[src/rtl/seq_det_pkg.sv]
// Shared constants for the serial 1011 detector and its match logger.
//   IDX_W_DEF / CNT_W_DEF / DEPTH_DEF / THRESH_DEF : default logger sizing
//   DET_PATTERN : the bit pattern the upstream Mealy detector recognises
package seq_det_pkg;

  localparam int unsigned IDX_W_DEF  = 16;
  localparam int unsigned CNT_W_DEF  = 16;
  localparam int unsigned DEPTH_DEF  = 8;
  localparam int unsigned THRESH_DEF = 4;

  localparam logic [3:0] DET_PATTERN = 4'b1011;

endpackage : seq_det_pkg

[src/rtl/seq_match_logger_fifo.sv]
// match_fifo: synchronous show-ahead FIFO with drop-on-full.
//   clk, reset (async, active-low), clear (sync, highest priority)
//   push/din   : write request and data; dropped when full unless a pop
//                is accepted in the same cycle
//   pop        : read request, ignored while empty
//   dout       : registered head entry; holds its last value while empty
//   level      : occupancy 0..DEPTH
//   empty      : level == 0
//   dropped    : pulses for a push that was discarded because the FIFO was full
module match_fifo
  import seq_det_pkg::*;
#(
  parameter int unsigned WIDTH = IDX_W_DEF,
  parameter int unsigned DEPTH = DEPTH_DEF
) (
  input  logic                     clk,
  input  logic                     reset,
  input  logic                     clear,
  input  logic                     push,
  input  logic [WIDTH-1:0]         din,
  input  logic                     pop,
  output logic [WIDTH-1:0]         dout,
  output logic [$clog2(DEPTH):0]   level,
  output logic                     empty,
  output logic                     dropped
);

  localparam int unsigned AW = $clog2(DEPTH);
  localparam int unsigned LW = AW + 1;

  logic [WIDTH-1:0] mem_q [DEPTH];
  logic [WIDTH-1:0] mem_d [DEPTH];
  logic [AW-1:0]    wr_ptr_q, wr_ptr_d;
  logic [AW-1:0]    rd_ptr_q, rd_ptr_d;
  logic [LW-1:0]    level_q, level_d;
  logic [WIDTH-1:0] dout_q, dout_d;

  logic full;
  logic do_push;
  logic do_pop;

  assign empty = (level_q == '0);
  assign full  = (level_q == LW'(DEPTH));

  always_comb begin
    do_pop   = pop & ~empty;
    // A pop in the same cycle frees the slot, so a push at full still lands.
    do_push  = push & (~full | do_pop);
    dropped  = push & full & ~do_pop & ~clear;

    mem_d    = mem_q;
    wr_ptr_d = wr_ptr_q;
    rd_ptr_d = rd_ptr_q;
    level_d  = level_q;
    dout_d   = dout_q;

    if (clear) begin
      wr_ptr_d = '0;
      rd_ptr_d = '0;
      level_d  = '0;
      dout_d   = '0;
    end else begin
      if (do_push) begin
        mem_d[wr_ptr_q] = din;
        wr_ptr_d        = wr_ptr_q + AW'(1);
      end
      if (do_pop) begin
        rd_ptr_d = rd_ptr_q + AW'(1);
      end
      if (do_push && !do_pop) begin
        level_d = level_q + LW'(1);
      end else if (do_pop && !do_push) begin
        level_d = level_q - LW'(1);
      end
      // Head register: if the new head is the slot written this cycle, take
      // it from din since mem_q does not hold it yet. Hold when going empty.
      if (level_d != '0) begin
        if (do_push && (rd_ptr_d == wr_ptr_q)) begin
          dout_d = din;
        end else begin
          dout_d = mem_q[rd_ptr_d];
        end
      end
    end
  end

  always_ff @(posedge clk or negedge reset) begin
    if (!reset) begin
      wr_ptr_q <= '0;
      rd_ptr_q <= '0;
      level_q  <= '0;
      dout_q   <= '0;
    end else begin
      wr_ptr_q <= wr_ptr_d;
      rd_ptr_q <= rd_ptr_d;
      level_q  <= level_d;
      dout_q   <= dout_d;
    end
  end

  // Storage is not reset; only pointers/level define which entries are live.
  always_ff @(posedge clk) begin
    mem_q <= mem_d;
  end

  assign dout  = dout_q;
  assign level = level_q;

endmodule : match_fifo

[src/rtl/seq_match_logger.sv]
// seq_match_logger: timestamps 1011-detector matches and buffers them.
//   clk, reset (async, active-low), clear (sync, same effect as reset)
//   bit_en      : detector consumed a serial bit this cycle (advances index)
//   match       : detector output, qualified by bit_en
//   rd_en       : pop the FIFO head
//   rd_data     : head timestamp (index of the bit that completed the match)
//   rd_valid    : FIFO not empty
//   level       : FIFO occupancy
//   match_count : saturating count of accepted matches (including dropped)
//   overflow    : sticky, a match was lost to a full FIFO
//   irq         : level >= THRESH
module seq_match_logger
  import seq_det_pkg::*;
#(
  parameter int unsigned IDX_W  = IDX_W_DEF,
  parameter int unsigned DEPTH  = DEPTH_DEF,
  parameter int unsigned CNT_W  = CNT_W_DEF,
  parameter int unsigned THRESH = THRESH_DEF
) (
  input  logic                   clk,
  input  logic                   reset,
  input  logic                   clear,
  input  logic                   bit_en,
  input  logic                   match,
  input  logic                   rd_en,
  output logic [IDX_W-1:0]       rd_data,
  output logic                   rd_valid,
  output logic [$clog2(DEPTH):0] level,
  output logic [CNT_W-1:0]       match_count,
  output logic                   overflow,
  output logic                   irq
);

  localparam int unsigned LW = $clog2(DEPTH) + 1;

  logic [IDX_W-1:0] idx_q, idx_d;
  logic [CNT_W-1:0] cnt_q, cnt_d;
  logic             overflow_q, overflow_d;

  logic push;
  logic fifo_empty;
  logic fifo_dropped;

  assign push = bit_en & match;

  match_fifo #(
    .WIDTH (IDX_W),
    .DEPTH (DEPTH)
  ) u_fifo (
    .clk     (clk),
    .reset   (reset),
    .clear   (clear),
    .push    (push),
    .din     (idx_q),
    .pop     (rd_en),
    .dout    (rd_data),
    .level   (level),
    .empty   (fifo_empty),
    .dropped (fifo_dropped)
  );

  always_comb begin
    idx_d      = idx_q;
    cnt_d      = cnt_q;
    overflow_d = overflow_q;
    if (clear) begin
      idx_d      = '0;
      cnt_d      = '0;
      overflow_d = 1'b0;
    end else begin
      if (bit_en) begin
        idx_d = idx_q + IDX_W'(1);
      end
      if (push && (cnt_q != '1)) begin
        cnt_d = cnt_q + CNT_W'(1);
      end
      if (fifo_dropped) begin
        overflow_d = 1'b1;
      end
    end
  end

  always_ff @(posedge clk or negedge reset) begin
    if (!reset) begin
      idx_q      <= '0;
      cnt_q      <= '0;
      overflow_q <= 1'b0;
    end else begin
      idx_q      <= idx_d;
      cnt_q      <= cnt_d;
      overflow_q <= overflow_d;
    end
  end

  assign match_count = cnt_q;
  assign overflow    = overflow_q;
  assign rd_valid    = ~fifo_empty;
  assign irq         = (level >= LW'(THRESH));

endmodule : seq_match_logger
[config.mk]
export PLATFORM = sky130hd
export DESIGN_NAME = seq_match_logger
export DESIGN_NICKNAME = d
export VERILOG_FILES = /design/src/rtl/seq_det_pkg.sv /design/src/rtl/seq_match_logger_fifo.sv /design/src/rtl/seq_match_logger.sv
export SDC_FILE = /design/constraint.sdc
export NUM_CORES = 1
export LEC_CHECK = 0
export BUFFER_PORTS_ARGS = -buffer_cell sky130_fd_sc_hd__buf_2
export CAP_MARGIN = 10
export CORE_ASPECT_RATIO = 1.4
export CORE_MARGIN = 2
export CORE_UTILIZATION = 50
export DETAILED_ROUTE_END_ITERATION = 8
export PLACE_DENSITY = 0.71
export SYNTH_ARGS = -nofsm -noshare
export SYNTH_HDL_FRONTEND = slang
export SYNTH_SLANG_ARGS = --single-unit
[constraint.sdc]
create_clock -name clk -period 3.8 [get_ports clk]
set_input_delay 0.57 -clock clk [delete_from_list [all_inputs] [get_ports clk]]
set_output_delay 0.57 -clock clk [all_outputs]
set_load 0.01 [all_outputs]
=== Yosys cells after proc, flatten, opt, wreduce, memory -nomap -nowiden ===
Index checks and enable logic that the tools add are counted.

* Add/sub/neg operators: 6
* Magnitude comparators: 4
* Eq/ne operators: 3
* Muxes and demuxes: 24
* Bitwise operators: 13
* Reductions and logical operators: 15

{| class="wikitable"
|+ Operator list
! kind !! count
|-
| $mux W16 || 10
|-
| $bwmux W128 || 1
|-
| $bmux W16 S3 || 1
|-
| $demux W16 S3 || 1
|-
| $add A16 B1 Y16 const B || 2
|-
| $mux W4 || 4
|-
| $ne A16 B16 Y1 const B || 1
|-
| $mux W3 || 5
|-
| $reduce_bool A2 Y1 || 5
|-
| $ge A4 B4 Y1 const B || 2
|-
| $not A3 Y4 || 2
|-
| $add A3 B1 Y3 const B || 2
|-
| $and A1 B1 Y1 || 6
|-
| $logic_and A1 B1 Y1 || 5
|-
| $add A4 B1 Y4 const B || 1
|-
| $eq A4 B4 Y1 const B || 1
|-
| $ge A4 B3 Y1 const B || 1
|-
| $logic_not A4 Y1 || 1
|-
| $lt A4 B1 Y1 const B || 1
|-
| $not A1 Y1 || 4
|-
| $reduce_bool A4 Y1 || 1
|-
| $sub A4 B1 Y4 const B || 1
|-
| $eq A3 B3 Y1 || 1
|-
| $logic_not A1 Y1 || 2
|-
| other kinds (3) || 4
|}

* Register bits: 187
* Bits of input ports: 6
* Output and inout port bits: 39
* Logic and storage cells: 80

=== Longest topological paths before layout ===
Gate-level depths: netlist of the first run.

* Depth after elaboration: 13
* Mapped depth: 12
* Mapped depth without buffers: 10

=== Cells and area by module ===
Synthesis of the first run repeated with hierarchy kept, for this count alone.

* Cell total of the unflattened synthesis: 622
* Area total of the unflattened synthesis: 9,187.6 um^2

{| class="wikitable"
|+ By module, submodules not included
! module !! instances !! cells each !! area an instance (um^2) !! seq. area each (um^2)
|-
| match_fifo || 1 || 441 || 7,432.1 || 4,494.3
|-
| seq_match_logger || 1 || 181 || 1,755.4 || 825.8
|}

=== Least setup slack after synthesis of the first run ===
No wires, ideal clock.

* Kind: register to register
* From: reg u_fifo.level_q[0], in the netlist u_fifo.level[0]
* To: reg u_fifo.mem_q[112] (netlist name) (enable)
* Setup time: 0.409 ns
* Arrival time: 2.674 ns
* Data required time: 3.391 ns
* Path slack: 0.717 ns
* Stages on the path, launching flop included: 8
* Path buffers: 0
* Period minus slack after synthesis: 3.083 ns
* Cell sequence: dfrtp_1 inv_1 ha_1 nand2b_1 nor3b_1 nand2b_1 or3_1 nor3_1

* Cells in the longest elaborated chain, start to end: 6
* Elaborated cells on any way between the ends: 8
* Classes of those cells: 1 x eq/ne; 5 x bitwise; 2 x reduce/logical

{| class="wikitable"
|+ RTL lines
! item !! RTL line !! text
|-
| start: declaration || seq_match_logger_fifo.sv:35 || <nowiki>logic [LW-1:0] level_q, level_d;</nowiki>
|-
| start signal: assignment || seq_match_logger_fifo.sv:96 || <nowiki>level_q <= level_d;</nowiki>
|-
| $logic_not A4 Y1 || seq_match_logger_fifo.sv:42 || <nowiki>assign empty = (level_q == '0);</nowiki>
|-
| $not A1 Y1 || seq_match_logger_fifo.sv:46 || <nowiki>do_pop = pop & ~empty;</nowiki>
|-
| $and A1 B1 Y1 || seq_match_logger_fifo.sv:46 ||
|-
| $or A1 B1 Y1 * || seq_match_logger_fifo.sv:48 || <nowiki>do_push = push & (~full | do_pop);</nowiki>
|-
| $and A1 B1 Y1 * || seq_match_logger_fifo.sv:48 ||
|-
| $reduce_and A2 Y1 (no source line) * || -- ||
|-
| end signal: assignment || seq_match_logger_fifo.sv:103 || <nowiki>mem_q <= mem_d;</nowiki>
|-
| end: declaration || seq_match_logger_fifo.sv:31 || <nowiki>logic [WIDTH-1:0] mem_q [DEPTH];</nowiki>
|}

Mark *: on every way between the ends. The rest lies on a longest branch, timed or not.
A chain may end at the register's enable or synchronous reset.

=== Worst setup path after layout of the first run ===
* From: reg u_fifo.level_q[0], in the netlist u_fifo.level[0]
* To: reg u_fifo.dout_q[2], in the netlist u_fifo.dout[2]

* Cells in the longest elaborated chain, start to end: 12
* Elaborated cells on any way between the ends: 29
* Classes of those cells: 2 x add/sub; 2 x eq/ne; 11 x mux; 6 x bitwise; 8 x reduce/logical

{| class="wikitable"
|+ RTL lines
! item !! RTL line !! text
|-
| $logic_not A4 Y1 || seq_match_logger_fifo.sv:42 ||
|-
| $not A1 Y1 || seq_match_logger_fifo.sv:46 ||
|-
| $and A1 B1 Y1 || seq_match_logger_fifo.sv:46 ||
|-
| $mux W3 / $or A1 B1 Y1 (equally long branches) || seq_match_logger_fifo.sv:67, seq_match_logger_fifo.sv:48 ||
|-
| $mux W3 / $and A1 B1 Y1 (equally long branches) || seq_match_logger_fifo.sv:57, seq_match_logger_fifo.sv:48 ||
|-
| $not A3 Y4 (implied by the code) / $logic_not A1 Y1 (equally long branches) || seq_match_logger_fifo.sv:81, seq_match_logger_fifo.sv:72 ||
|-
| $bmux W16 S3 / $logic_and A1 B1 Y1 (equally long branches) || seq_match_logger_fifo.sv:81, seq_match_logger_fifo.sv:72 ||
|-
| $mux W16 (implied by the code) / $mux W4 (equally long branches) || seq_match_logger_fifo.sv:81, seq_match_logger_fifo.sv:72 ||
|-
| $mux W16 (implied by the code) / $mux W4 (equally long branches) || seq_match_logger_fifo.sv:81, seq_match_logger_fifo.sv:70 ||
|-
| $mux W16 / $mux W4 (equally long branches) || seq_match_logger_fifo.sv:78, seq_match_logger_fifo.sv:57 ||
|-
| $mux W16 / $reduce_bool A4 Y1 (equally long branches) || seq_match_logger_fifo.sv:77 || <nowiki>if (level_d != '0) begin</nowiki>
|-
| $mux W16 / $reduce_bool A2 Y1 (equally long branches) || -- ||
|-
| end signal: assignment || seq_match_logger_fifo.sv:97 || <nowiki>dout_q <= dout_d;</nowiki>
|-
| end: declaration || seq_match_logger_fifo.sv:36 || <nowiki>logic [WIDTH-1:0] dout_q, dout_d;</nowiki>
|}

Several ways; a longest one is shown, not always the timed one. The select of a mux whose other input is x is not followed.

==> out/results.ini, run 1 <==
[global_routing]
antenna_found_initial=0
grt_usage_pct=20.8
grt_overflow=0
grt_pass1_wl_um=27200
grt_pass1_vias=5017
grt_max_degree=60

[job]
maxCapViolations=0

[yosys]
synthCells=560
syn_nets=572
ys_top_cells_by_area=edfxtp_1 48%, dfrtp_1 19%, mux2_2 9.1%
synth_top_area_share_pct=48.4
synth_area_leader_cell=edfxtp_1
syn_area_um2=7950
synth_warnings=0
ys_seq_elements=187
syn_avg_cell_area_um2=14.2
synthDistinctLibCells=48
seq_area_frac_synth_pct=67.0

[sta]
max_freq_mhz=298
hold_viol_final=0
setup_tns_ns=0
clock_skew_ns=0.0111
report.final.slew_viol_count=0
period_share_pct=88.2
period_needed_ns=3.35
setup_viol=0
max_slew.worst_pin.slew_ns=0.822
maxSlewHeadroom_pct=45.2
grt_setup_unrepaired=no

[cells_and_area]
fin_nets=625
layout_commonest_cell=edfxtp_1
drive_above_1_share_pct=26.8
area_growth_pct=13.9
postLayoutCoreUtil_pct=58.2
n_fill_cell=1224
antennaDiodeCount=0
final_cell_mix=128 x edfxtp_1, 64 x mux2_2, 59 x dfrtp_1, 51 x nor2_1, 44 x buf_2

[floorplan]
die_w_um=111
io_pins=45
num_rows=54
die_area_um2=16900
initial_core_util_pct=51.1
dieHeight_um=153
core-area_um2=15500

[setup_path]
cp.arrival_ns=3.66
worstPathMaxFanout=16
rr_startpoint=u_fifo.level[0]$_DFF_PN0_
cp.required_ns=4.10
cp-start-kind=register
worstPathCellList=inv_1 > ha_1 > nor3b_2 > nor2_1 > or4_1 > a222oi_1 > a211o_2 > nor3_1 > a221o_1
critPathKind=reg2reg
cp-end-kind=register
slowest_delay_ns=0.64
slowest_stage=a222oi_1
startpoint=u_fifo.level[0]$_DFF_PN0_

[pwr]
leakagePower_nw=3.59
peakVddDrop_mv=0.319
power_per_cell_area_nw_per_um2=591

[routing]
dr.pass1.iters=5
dr_wl_met3_um=961
wl_met1_um=6790
route.vias.total=4922
finalWirelength_um=17200
vias_per_cell=5.99
routedWlPerCell_um=20.9
drc_errors=0
drt-initial-drc-count=299
wl_met2_um=9080
drtAntennaViolNets=0
routed.top_layer=met4

[min_path]
hp-class=in2async

[clocking]
h-tree-depth=4
post_cts_resized=0
cts-root-buf=clkbuf_16
clk_pin_slew_worst_paths_ns=0.07
hold_buffers=0
post-cts-setup-buffer-count=0
clock_latency_ns=0.43
cts_buffer_depth=2
cts-buffers-inserted=17
cts_sinks=187
cts_tree=yes

[place]
place.gp.congestion=0.824
io_buffers=44
place_hpwl_um=10400

[run_status]
status=complete, no violations

-- worst paths after layout --
path                                                     to  slack, ns  depth (start not counted)
worst min-delay path            match_count[11]$_DFFE_PN0P_       0.31                          2
worst min register to register   u_fifo.dout[3]$_DFFE_PN0P_       0.51                          1
max in group asynchronous             idx_q[13]$_DFFE_PN0P_       2.94                          2
worst max-delay path             u_fifo.dout[2]$_DFFE_PN0P_       0.45                          9
min in group clk                 u_fifo.dout[3]$_DFFE_PN0P_       0.51                          1
worst max register to register   u_fifo.dout[2]$_DFFE_PN0P_       0.45                          9
-- Yosys cell counts, drive strengths merged --
cell type	number
a2111oi	1
a211o	3
a211oi	3
a21bo	1
a21boi	1
a21oi	7
a221o	17
a222oi	1
a31oi	1
a41oi	1
and2	2
and3	6
and3b	2
and4	3
buf	16
clkbuf	12
dfrtp	59
edfxtp	128
ha	6
inv	8
mux2	64
mux2i	3
nand2	29
nand2b	8
nand3	9
nand4	7
nor2	51
nor2b	1
nor3	22
nor3b	2
nor4	1
nor4bb	2
o21ai	6
o22ai	33
o31a	1
or2	1
or3	8
or4	1
xnor2	11
xor2	22
-- sequential cells by signal, indices dropped and copies added (netlist names) --
signal	cells
idx_q	16
match_count	16
overflow	1
u_fifo.dout	16
u_fifo.level	4
u_fifo.mem_q	128
u_fifo.rd_ptr_q	3
u_fifo.wr_ptr_q	3
-- report_power, final --
group	total [W]	switching (W)	leakage, nW	internal (W)
combinational	0.00120	0.000628	1.24	0.000573
clock	0.00178	0.000834	0.297	0.000944
sequential	0.00237	0.000104	2.06	0.00226
-- stage by stage --
stage | area, µm² | power (W) | setup slack [ns] | std cells | hold slack, ns
global route | 9050 | 0.00556 | 0.215 | 822 | 0.386
floorplan | 7950 | 0.00327 | 0.717 | 560 | 0.274
CTS | 9030 | 0.00537 | 0.0731 | 821 | 0.343
global placement | 8430 | 0.00357 | 0.469 | 789 | 0.498
finish | 9050 | 0.00535 | 0.447 | 822 | 0.313
detailed placement | 8430 | 0.00361 | 0.147 | 789 | 0.499
-- worst max-delay path: cells and delay by family (launching register included) --
family          cells  cell delay [ns]
flops               1             0.45
fa+ha+maj           1             0.28
compound gates      3             1.40
buf+inv             1             0.12
simple gates        4             0.97
-- final cells by class --
| type | instances | area, µm² | area share, % |
|---|---|---|---|
| clock inverters | 15 | 179 | 1.98 |
| repair buffers | 62 | 368 | 4.06 |
| flip-flops and latches | 187 | 5320 | 58.8 |
| clock buffers | 17 | 425 | 4.70 |
| well taps | 196 | 245 | 2.71 |
| inverters | 8 | 30.0 | 0.332 |
| multi-input cells | 337 | 2480 | 27.4 |
-- logic make-up (layout without fill, tap and decap cells) --
group | Yosys count | count (layout) | synth area share, %
xor gates and xnor gates | 33 | 33 | 3.64
adders and majority gates | 6 | 6 | 0.945
DFF | 187 | 187 | 67.0
and+or+nand+nor | 155 | 155 | 9.56
AOI/OAI and AO/OA | 76 | 76 | 7.10
muxes | 67 | 67 | 9.45
buffers and inverters | 36 | 102 | 2.35
-- routing by layer --
metal / track usage [%] / vias up
met5: 0 / -
met4: 7.98 / 0
met3: 4.00 / 27
met2: 37.0 / 168
met1: 24.8 / 2511
li1: - / 2216
(Power assumes the default switching activity.)
==> run 2, diff against run 1 <==
--- a/config.mk
+++ b/config.mk
@@ -14,4 +14,5 @@
 export PLACE_DENSITY = 0.71
 export SYNTH_ARGS = -nofsm -noshare
 export SYNTH_HDL_FRONTEND = slang
+export SYNTH_HIERARCHICAL = 1
 export SYNTH_SLANG_ARGS = --single-unit
==> run 2 against run 1 <==
Via count rose by 16%. Critical path type unchanged. Core utilization fell by 0.85 points. Global-route usage rose by 1.7 points. Sequential share of layout area fell by 7.2 points. Sequential cell count did not move.
==> out/results.ini, run 2 <==
[yosys]
synth_warnings=6
synth_area_leader_cell=edfxtp_1
ys_top_cells_by_count=128 x edfxtp_1, 61 x mux4_2, 59 x dfrtp_1
synth_edf_count=128
seq_area_frac_synth_pct=57.9
synthDistinctLibCells=56
syn_nets=634
synthCells=622
ys_seq_elements=187
ys_top_cells_by_area=edfxtp_1 42%, dfrtp_1 16%, mux4_2 15%
ys.flop_type=edfxtp_1
syn_area_um2=9190
syn_avg_cell_area_um2=14.8
async_reset_ff_share_pct=31.6
synth_top_area_share_pct=41.8
synth_most_common_cell=edfxtp_1

[cells_and_area]
drive_above_1_share_pct=28.5
antennaDiodeCount=0
layout_commonest_cell=edfxtp_1
regMostFlops=u_fifo/mem_q
largest_register_ffs=128
final_cell_mix=128 x edfxtp_1, 61 x mux4_2, 57 x dfrtp_1, 44 x buf_2, 40 x nor2_1
fin_nets=680
area_growth_pct=12.4
final_cells=921

[setup_path]
cp-end-kind=register
rr_worst_depth=8
rr_startpoint=u_fifo/level[0]$_DFF_PN0_
worstPathMaxFanout=16
startpoint=u_fifo/level[0]$_DFF_PN0_
critPathKind=reg2reg
cp.required_ns=4.13
cp-start-kind=register
cp.arrival_ns=3.54

[routing]
route.vias.total=5730
dr.pass1.iters=7
vias_per_cell=6.22
drtAntennaViolNets=0
drc_errors=0
drt-initial-drc-count=414
finalWirelength_um=20800
routedWlPerCell_um=22.6

[pwr]
p_sw_w=0.00184
leakagePower_nw=3.61
peakVddDrop_mv=0.392
power_per_cell_area_nw_per_um2=565
p_comb_share_pct=29.3
p_clk_share_pct=30.2
pwr-share-seq_pct=40.5
switching_share_pct=31.6
p_int_w=0.00399

[clocking]
cts_tree=yes
cts_sinks=187
clock_latency_ns=0.43
post-cts-setup-buffer-count=0
hold_buffers=0
clk_pin_slew_worst_paths_ns=0.07
post_cts_resized=0
cts-buffers-inserted=17
cts_buffer_depth=2
cts-root-buf=clkbuf_16
h-tree-depth=4

[global_routing]
grt_usage_pct=22.4
grt_pass1_wl_um=32800
grt_pass1_vias=5926
antenna_found_initial=0
grt_max_degree=62
grt_overflow=0

[floorplan]
num_rows=58
initial_core_util_pct=51.0
die_w_um=119
io_pins=45
die_area_um2=19500
dieHeight_um=164
core-area_um2=18000

[sta]
maxSlewHeadroom_pct=28.6
grt_setup_unrepaired=no
period_needed_ns=3.21
clock_skew_ns=0.0117
period_share_pct=84.4
setup_tns_ns=0
setup_viol=0
report.final.slew_viol_count=0
max_slew.worst_pin.slew_ns=1.07
max_freq_mhz=312
hold_viol_final=0

[run_status]
status=complete, no violations

[place]
io_buffers=44
place_hpwl_um=12900
place.gp.congestion=0.840
dp_cells=889

[job]
maxCapViolations=0

[min_path]
hp-class=in2async

-- run 2: changes by cell type after synthesis, moves of 17 or more --
cell	previous run	this run
mux4_2	0	61
a221o_1	17	0
mux2_2	64	21
o221ai_1	0	17
mux2i_1	3	37
o22ai_1	33	1
-- run 2: worst paths after layout --
check                      slack [ns]                              to
setup reg to reg                 0.59      u_fifo/dout[6]$_DFFE_PN0P_
hold reg to reg                  0.51            overflow$_DFFE_PN0P_
setup / recovery                 0.59      u_fifo/dout[6]$_DFFE_PN0P_
min in group clk                 0.50            idx_q[1]$_DFFE_PN0P_
hold / removal                   0.21  u_fifo/wr_ptr_q[0]$_DFFE_PN0P_
max in group asynchronous        2.69     match_count[11]$_DFFE_PN0P_
-- run 2: power groups by stage --
stage | Sequential (W) | Combinational (W) | Clock [W]
final | 0.00236 | 0.00171 | 0.00176
after global routing | 0.00237 | 0.00182 | 0.00187
after CTS | 0.00236 | 0.00171 | 0.00179
after detailed placement | 0.00241 | 0.00171 | 0
after global placement | 0.00240 | 0.00167 | 0
after floorplan | 0.00239 | 0.00125 | 0
-- run 2: cell type report --
class,instances,area [µm²]
clock inverter,14,158
inverter,24,90.1
multi-input combinational,375,3650
sequential,187,5320
clock buffer,18,429
tap,240,300
fill,1431,7670
timing repair buffer,63,375
-- run 2: metrics by stage --
stage / hold slack (ns) / total power, W / cell area, µm² / util [%] / worst slack (ns)
after floorplan: 0.274 / 0.00365 / 9190 / - / 0.427
after global placement: 0.480 / 0.00407 / 9740 / 54.1 / 0.768
after detailed placement: 0.497 / 0.00411 / 9740 / 54.1 / 0.686
after CTS: 0.224 / 0.00586 / 10300 / 57.4 / 0.638
after global routing: 0.257 / 0.00607 / 10300 / 57.4 / 0.447
final: 0.214 / 0.00583 / 10300 / 57.4 / 0.593
-- run 2: worst max-delay path: stages (launching register included) --
cell and delay, ns:
dfrtp_1 0.47, inv_1 0.09, ha_1 0.27, or3b_1 0.53
a211oi_2 0.38, xnor2_1 0.13, or3_1 0.38, a211o_1 0.53
o221ai_1 0.33
-- run 2: cell families after synthesis --
| kind of cell | Yosys count | synth area share (%) |
|---|---|---|
| buffers and inverters | 60 | 2.60 |
| AO/OA/AOI/OAI | 68 | 5.45 |
| multiplexers | 119 | 21.6 |
| adder cells (fa/ha/maj) | 6 | 0.817 |
| AND/OR/NAND/NOR | 163 | 9.86 |
| flip-flops | 187 | 57.9 |
| XOR/XNOR | 19 | 1.81 |
-- run 2: routing by layer --
layer,track usage [%],vias up,share of wire [%]
met4,7.03,0,2.1
met1,26.2,2957,38
met5,0,-,0
met2,41.8,201,55
li1,-,2540,-
met3,4.01,32,4.4
==> run 3, diff against run 2 <==
--- a/config.mk
+++ b/config.mk
@@ -11,7 +11,7 @@
 export CORE_MARGIN = 2
 export CORE_UTILIZATION = 50
 export DETAILED_ROUTE_END_ITERATION = 8
-export PLACE_DENSITY = 0.71
+export PLACE_DENSITY = 0.74
 export SYNTH_ARGS = -nofsm -noshare
 export SYNTH_HDL_FRONTEND = slang
 export SYNTH_HIERARCHICAL = 1
==> constraint.sdc (replaced) <==
create_clock -name clk -period 2.7 [get_ports clk]
set_input_delay 0.405 -clock clk [delete_from_list [all_inputs] [get_ports clk]]
set_output_delay 0.405 -clock clk [all_outputs]
set_load 0.01 [all_outputs]
==> run 3 against run 2 <==
Wire length grew 4.1%. Non-clock buffer count up 30. Worst setup slack got worse by 0.55 ns. Largest cell class unchanged. Core utilization rose by 2.2 points. Via count increased by 4.6%. Clock skew about the same. Maximum frequency up 21%. Final cell count is 3.3% higher.
==> out/results.ini, run 3 (synthesis results as in run 2) <==
[run_status]
status=complete, no violations

[place]
place.gp.congestion=0.804
place_hpwl_um=13500
dp_cells=912
pre_cts_ws_ns=-0.0858
io_buffers=44

[routing]
drtAntennaViolNets=0
drt-initial-drc-count=516
vias_per_cell=6.30
routedWlPerCell_um=22.8
route.vias.total=5993
dr.pass1.iters=5
finalWirelength_um=21700
drc_errors=0

[global_routing]
grt_pass1_wl_um=33100
grt_usage_pct=22.6
antenna_found_initial=0
grt_overflow=0
grt_max_degree=38
grt_pass1_vias=6147

[floorplan]
dieHeight_um=164
core-area_um2=18000
die_area_um2=19500
io_pins=45
initial_core_util_pct=51.0
die_w_um=119
num_rows=58

[sta]
setup_viol=0
period_needed_ns=2.66
period_share_pct=98.4
max_slew.worst_pin.slew_ns=0.775
clock_skew_ns=0.0117
max_freq_mhz=376
report.final.slew_viol_count=0
worst_slack_ns=0.0419
maxSlewHeadroom_pct=48.3
hold_viol_final=0

[setup_path]
startpoint=u_fifo/level[1]$_DFF_PN0_
rr_endpoint=u_fifo/dout[8]$_DFFE_PN0P_
slowest_stage=or3b_4
critPathKind=reg2reg
cp-end-kind=register
cp.arrival_ns=2.96
slowest_delay_ns=0.42
cp-start-kind=register
rr_worst_depth=11
endpoint=u_fifo/dout[8]$_DFFE_PN0P_
cp.required_ns=3.01
worstPathMaxFanout=9
rr_startpoint=u_fifo/level[1]$_DFF_PN0_
worstPathCellList=inv_2 > ha_4 > or3b_4 > a221oi_4 > buf_4 > buf_6 > clkbuf_16 > mux4_2 > mux2i_1 > mux2_2 > o221ai_1
regToRegSetupSlack_ns=0.04

[cells_and_area]
final_cell_mix=128 x edfxtp_1, 61 x mux4_2, 56 x dfrtp_1, 44 x buf_2, 40 x nor2_1
largest_register_ffs=128
antennaDiodeCount=0
drive_above_1_share_pct=32.5
layout_commonest_cell=edfxtp_1
fin_nets=710
final_cells=951
n_fill_cell=1406
regMostFlops=u_fifo/mem_q
area_growth_pct=16.7

[clocking]
cts-buffers-inserted=17
clock_latency_ns=0.44
cts_buffer_depth=2
cts-root-buf=clkbuf_16
clk_pin_slew_worst_paths_ns=0.07
cts_sinks=187
cts_tree=yes
h-tree-depth=4

[min_path]
hp-class=in2async

[pwr]
power_per_cell_area_nw_per_um2=789
leakagePower_nw=3.81
power.total_w=0.00846
peakVddDrop_mv=0.516

[job]
maxCapViolations=0

[run 3: changes by cell type in the layout (fill, tap and decap cells not counted), moves of 3 or more]
| cell | change |
|---|---|
| clkinv_4 | -3 |
| buf_4 | +19 |
| inv_8 | -6 |
| clkbuf_16 | +5 |
| buf_12 | +5 |
| clkinv_2 | +4 |
[run 3: cell type report]
cell class,count,area (µm²),share of cell area (%)
inverters,24,90.1,0.841
clock buffers,23,500,4.67
repair buffers,93,731,6.82
multi-input cells,375,3710,34.6
well taps,240,300,2.80
flip-flops and latches,187,5320,49.7
clock inverters,9,60.1,0.560
[run 3: worst min path at each step]
| stage | startpoint | end | slack [ns] | cells past startpoint |
|---|---|---|---|---|
| after floorplan | reset | idx_q[0]$_DFFE_PN0P_ | 0.11 | 0 |
| after global placement | overflow$_DFFE_PN0P_ | overflow$_DFFE_PN0P_ | 0.48 | 2 |
| after detailed placement | overflow$_DFFE_PN0P_ | overflow$_DFFE_PN0P_ | 0.49 | 2 |
| after CTS | reset | idx_q[0]$_DFFE_PN0P_ | 0.06 | 1 |
| after global routing | reset | match_count[7]$_DFFE_PN0P_ | 0.10 | 1 |
| final | reset | overflow$_DFFE_PN0P_ | 0.05 | 1 |
[run 3: per-layer routing]
layer  track usage [%]  wire length [µm]
met5                 0                 0
met4              11.9               847
met3              4.59              1270
met2              39.8             11700
met1              26.2              7880
[run 3: stage by stage]
stage          instance area (µm²)  hold slack, ns  utilization (%)  TNS, ns
5_1_grt                      10700           0.104             59.6   -0.516
3_5_place_dp                 10000           0.494             55.6   -0.466
2_1_floorplan                 9230           0.109                -    -5.15
4_1_cts                      10600          0.0631             58.7        0
3_3_place_gp                 10000           0.478             55.6        0
6_report                     10700          0.0463             59.6        0
[run 3: power by group]
| group | switching [W] | internal, W |
|---|---|---|
| clock | 0.00105 | 0.00131 |
| sequential | 0.0000937 | 0.00318 |
| combinational | 0.00144 | 0.00137 |
[run 3: worst max-delay path, delay by kind of cell, from the launching register on]
kind                       cells  cell delay (ns)
muxes                          3             0.64
and+or+nand+nor                1             0.42
adders and majority gates      1             0.13
AOI/OAI and AO/OA              2             0.33
DFF                            1             0.39
buffers and inverters          4             0.61
[run 3: timing repair]
action                     4_1_cts  5_1_grt
pin swaps                        1        2
setup buffers                    0        4
hold buffers                     0        0
resized for setup                2       12
setup endpoints to repair        6       16
gates cloned                     0        3
